**src/rtl/iq_pkg.sv**
```systemverilog
// Shared sizing and age-matrix type for the issue-queue age scheduler.
package iq_pkg;

  localparam int unsigned IQ_DEPTH = 4;
  localparam int unsigned IQ_IDX_W = $clog2(IQ_DEPTH);

  // older[i][j] = 1 means entry i was dispatched before entry j
  typedef logic [IQ_DEPTH-1:0][IQ_DEPTH-1:0] age_matrix_t;

endpackage

```
**src/rtl/age_oldest_sel.sv**
```systemverilog
// Combinational oldest-eligible selection over an age matrix.
module age_oldest_sel
  import iq_pkg::*;
(
  input  logic [IQ_DEPTH-1:0] eligible,
  input  age_matrix_t         matrix,
  output logic                valid,
  output logic [IQ_IDX_W-1:0] idx,
  output logic [IQ_DEPTH-1:0] onehot
);

  logic blocked;

  always_comb begin
    onehot  = '0;
    idx     = '0;
    blocked = 1'b0;
    // an eligible entry wins when no other eligible entry is older than it
    for (int unsigned i = 0; i < IQ_DEPTH; i++) begin
      blocked = 1'b0;
      for (int unsigned j = 0; j < IQ_DEPTH; j++) begin
        blocked = blocked | (eligible[j] & matrix[j][i]);
      end
      onehot[i] = eligible[i] & ~blocked;
    end
    for (int unsigned i = 0; i < IQ_DEPTH; i++) begin
      if (onehot[i]) idx = idx | i[IQ_IDX_W-1:0];
    end
    valid = |onehot;
  end

endmodule

```
**src/rtl/iq_age_scheduler.sv**
```systemverilog
// Oldest-ready-first issue scheduler built on an age matrix.
// Optional perf counters: define IQ_AGE_PERF_EN.
module iq_age_scheduler
  import iq_pkg::*;
#(
  parameter int unsigned IQ_DEPTH = iq_pkg::IQ_DEPTH,
  parameter int unsigned IQ_IDX_W = $clog2(IQ_DEPTH)
) (
  input  logic                clk,
  input  logic                rst,
  input  logic                alloc_valid,
  input  logic [IQ_IDX_W-1:0] alloc_idx,
  input  logic [IQ_DEPTH-1:0] req_vec,
  input  logic                issue_accept,
  input  logic [IQ_DEPTH-1:0] flush_vec,
  output logic                grant_valid,
  output logic [IQ_IDX_W-1:0] grant_idx,
  output logic [IQ_DEPTH-1:0] grant_onehot,
  output logic [IQ_DEPTH-1:0] occupied,
  output logic                alloc_err
`ifdef IQ_AGE_PERF_EN
  ,
  output logic [31:0]         perf_issue_cnt,
  output logic [31:0]         perf_stall_cnt
`endif
);

  age_matrix_t         older_q, older_d;
  logic [IQ_DEPTH-1:0] occ_q, occ_d, eligible, freed, keep;
  logic                do_alloc, err_d;

  assign eligible = req_vec & occ_q & ~flush_vec;
  assign occupied = occ_q;

  age_oldest_sel u_sel (
    .eligible (eligible),
    .matrix   (older_q),
    .valid    (grant_valid),
    .idx      (grant_idx),
    .onehot   (grant_onehot)
  );

  always_comb begin
    freed    = (flush_vec & occ_q) | ((grant_valid && issue_accept) ? grant_onehot : '0);
    keep     = occ_q & ~freed;
    do_alloc = alloc_valid && !occ_q[alloc_idx];
    err_d    = alloc_err | (alloc_valid && occ_q[alloc_idx]);
    occ_d    = keep;
    older_d  = '0;
    for (int unsigned i = 0; i < IQ_DEPTH; i++) begin
      for (int unsigned j = 0; j < IQ_DEPTH; j++) begin
        older_d[i][j] = older_q[i][j] & keep[i] & keep[j];
      end
    end
    // row of a free slot is already zero; new entry is younger than all survivors
    if (do_alloc) begin
      occ_d[alloc_idx] = 1'b1;
      for (int unsigned j = 0; j < IQ_DEPTH; j++) begin
        older_d[j][alloc_idx] = keep[j];
      end
    end
  end

  always_ff @(posedge clk or negedge rst) begin
    if (!rst) begin
      occ_q     <= '0;
      older_q   <= '0;
      alloc_err <= 1'b0;
    end else begin
      occ_q     <= occ_d;
      older_q   <= older_d;
      alloc_err <= err_d;
    end
  end

`ifdef IQ_AGE_PERF_EN
  always_ff @(posedge clk or negedge rst) begin
    if (!rst) begin
      perf_issue_cnt <= '0;
      perf_stall_cnt <= '0;
    end else begin
      if (grant_valid && issue_accept && perf_issue_cnt != '1)
        perf_issue_cnt <= perf_issue_cnt + 32'd1;
      if (occ_q != '0 && !grant_valid && perf_stall_cnt != '1)
        perf_stall_cnt <= perf_stall_cnt + 32'd1;
    end
  end
`endif

endmodule

```
**config.mk**
```make
export PLATFORM = sky130hd
export DESIGN_NAME = iq_age_scheduler
export DESIGN_NICKNAME = d
export VERILOG_FILES = /design/src/rtl/iq_pkg.sv /design/src/rtl/age_oldest_sel.sv /design/src/rtl/iq_age_scheduler.sv
export SDC_FILE = /design/constraint.sdc
export NUM_CORES = 1
export LEC_CHECK = 0
export CAP_MARGIN = 20
export CORE_ASPECT_RATIO = 0.7
export CORE_MARGIN = 8
export CORE_UTILIZATION = 45
export CTS_CLUSTER_DIAMETER = 120
export DETAILED_ROUTE_END_ITERATION = 7
export MAX_ROUTING_LAYER = met4
export PLACE_DENSITY = 0.8
export SLEW_MARGIN = 20
export SYNTH_ARGS = -nofsm -noshare
export SYNTH_HDL_FRONTEND = slang
export SYNTH_SLANG_ARGS = --single-unit
```
**constraint.sdc**
```tcl
create_clock -name clk -period 4.1 [get_ports clk]
set_input_delay 0.82 -clock clk [delete_from_list [all_inputs] [get_ports clk]]
set_output_delay 0.82 -clock clk [all_outputs]
set_load 0.02 [all_outputs]
```
==> flow_summary.json <==
{
  "outcome": "finished, final reports clean",
  "layout-drive-gt1-share": 0.0775,
  "dieArea_sq_mm": 0.00427,
  "power_uw": 395,
  "hold_ws_ps": 471,
  "mostFrequentLayoutCells": "clkdlybuf4s50_1 (25), dfrtp_1 (21), a21oi_1 (16)",
  "dieWidth_um": 74.7,
  "grt_pass1_wl_um": 5180,
  "synth-seq-area-share": 0.484,
  "synth_edf_count": 0,
  "io_buffer_count": 25,
  "cts_tree": "yes",
  "required_ps": 3280,
  "min_period_ps": 3700,
  "clkTransAtPathRegs_ps": 110,
  "place.gp.congestion": 0.910,
  "yosys_warnings": 0,
  "synth.distinct_cells": 30,
  "viasPerCell": 6.30,
  "ctsResizeCount": 0,
  "setup_viol": 0,
  "synth-simple-area-share": 0.222,
  "synth_area_sq_mm": 0.00109,
  "grt_pass1_vias": 975,
  "clock_skew_ps": 3.58,
  "hp-class": "flop to flop",
  "syn_area_per_cell_sq_um": 10.8,
  "drtAntennaViolNets": 0,
  "synth_top_flop_cell": "dfrtp_1",
  "cts_setup_buffers": 0,
  "fin_cells": 163,
  "final_common_cell": "clkdlybuf4s50_1",
  "muxShareOfSynthArea": 0.0207,
  "cts-root-buf": "clkbuf_4",
  "grt_max_degree": 22,
  "drcViolationCount": 0,
  "antenna_found_initial": 0,
  "htreeDepth": 1,
  "area.sequential_sq_um": 526,
  "dp_hpwl_um": 2370,
  "cts_buffers": 3,
  "multi_input_comb_area_sq_um": 527,
  "worstPathArrival_ps": 2880,
  "grt_usage": 0.161,
  "setup_slack_ps": 399,
  "syn-num-nets": 115,
  "p_leak_uw": 0.000557,
  "async_flop_share": 1.00,
  "rsz0062_at_grt": "false",
  "crit_path_end_kind": "output pin",
  "insertion_delay_ps": 310,
  "pre_cts_slack_ps": 405,
  "finalHoldViolCount": 0,
  "power_density_mw_per_mm2": 282,
  "cp-start-kind": "input pin",
  "finalSetupTns_ps": 0,
  "first_iter_violations": 146,
  "io_pins": 26,
  "maxCapViolCount": 0,
  "clockBufferDepth": 2,
  "synth_fa_ha_area_frac": 0,
  "worstSetupPathType": "input pin to output pin",
  "synth_top_family_by_area": "compound AO/OA/AOI/OAI gates",
  "drt-total-wl_um": 3070,
  "critical_path_peak_fanout": 7,
  "vias": 1027,
  "n_antenna_cell": 0,
  "grt_overflow": 0,
  "slew_headroom": 0.367,
  "period_share": 0.903,
  "fill_cells": 215,
  "drv_slew": 0,
  "peakVddDrop_v": 0.000180,
  "synth-compound-area-share": 0.242,
  "synth_cells": 101,
  "clock-sinks": 21,
  "syn_to_final_growth_pct": 29.0,
  "dr.pass1.iters": 5,
  "nets": 144,
  "timing.fmax_ghz": 0.270,
  "post-place-cells": 159,
  "tightest_slew_ps": 946,
  "initial_core_util": 0.456,
  "post_drt_wl_per_cell_um": 18.8,
  "die_h_um": 57.1,
  "hold_buffers": 0,
  "synthXorXnorAreaFrac": 0,
  "ys_ff_latch": 21,
  "rows": 15,
  "core_sq_mm": 0.00238
}
stage by stage:
stage,util,instance area (sq um)
6_report,0.588,1400
5_1_grt,0.588,1400
4_1_cts,0.588,1400
3_5_place_dp,0.577,1380
3_3_place_gp,0.577,1380
2_1_floorplan,-,1090
state kept, by name, summed over array words and instances (netlist names):
| name | count |
|---|---|
| older_q | 16 |
| alloc_err | 1 |
| occupied | 4 |
synth_stat cells, types with 2 or more instances:
master,number,area (sq um)
nand4_1,2,12.5
nor2_1,3,11.3
nor2b_1,4,25.0
dfrtp_1,21,526
o211ai_1,6,45.0
and3b_1,2,17.5
a21oi_1,16,80.1
nor4bb_1,2,20.0
nand3_1,2,10.0
nand4b_1,8,70.1
o311ai_1,3,26.3
inv_1,8,30.0
nand2_1,5,18.8
o311ai_0,3,26.3
area by class of cell:
type | count | area share
tap | 34 | 0.0304
sequential | 21 | 0.375
clock buffer | 4 | 0.0188
timing repair buffer | 25 | 0.179
inverter | 8 | 0.0214
multi-input combinational | 71 | 0.376
cells by family (layout without fill, tap and decap cells):
kind of cell	Yosys count	in the layout
AOI/OAI and AO/OA	36	36
buffers and inverters	9	37
DFF	21	21
muxes	1	1
and+or+nand+nor	34	34
critical path, cell delays in order:
cell and delay (ps):
clkdlybuf4s50_1 520, nor4bb_1 350, nand4_1 310, nand2_1 170
or3_1 110, clkdlybuf4s50_1 590
where the power goes:
group,total [uW],switching [uW],internal [uW]
Combinational,74.1,39.8,34.3
Sequential,220,7.75,212
Clock,101,63.3,38.0
final timing paths:
| check | start | endpoint | slack (ps) | depth (start not counted) |
|---|---|---|---|---|
| min in group asynchronous | rst | older_q[8] | 1030 | 1 |
| max | req_vec[3] | grant_valid | 400 | 6 |
| min reg2reg | alloc_err | alloc_err | 470 | 1 |
| max reg2reg | occupied[2] | occupied[2] | 2330 | 4 |
| max in group asynchronous | rst | alloc_err | 2500 | 1 |
| min | alloc_err | alloc_err | 470 | 1 |
per-layer routing:
metal,global-route usage,share of wire
met3,0.0420,0.10
met5,-,0
met1,0.227,0.45
met2,0.219,0.44
met4,0.0444,0.0068
No activity file was read; power rests on OpenSTA's default activity.
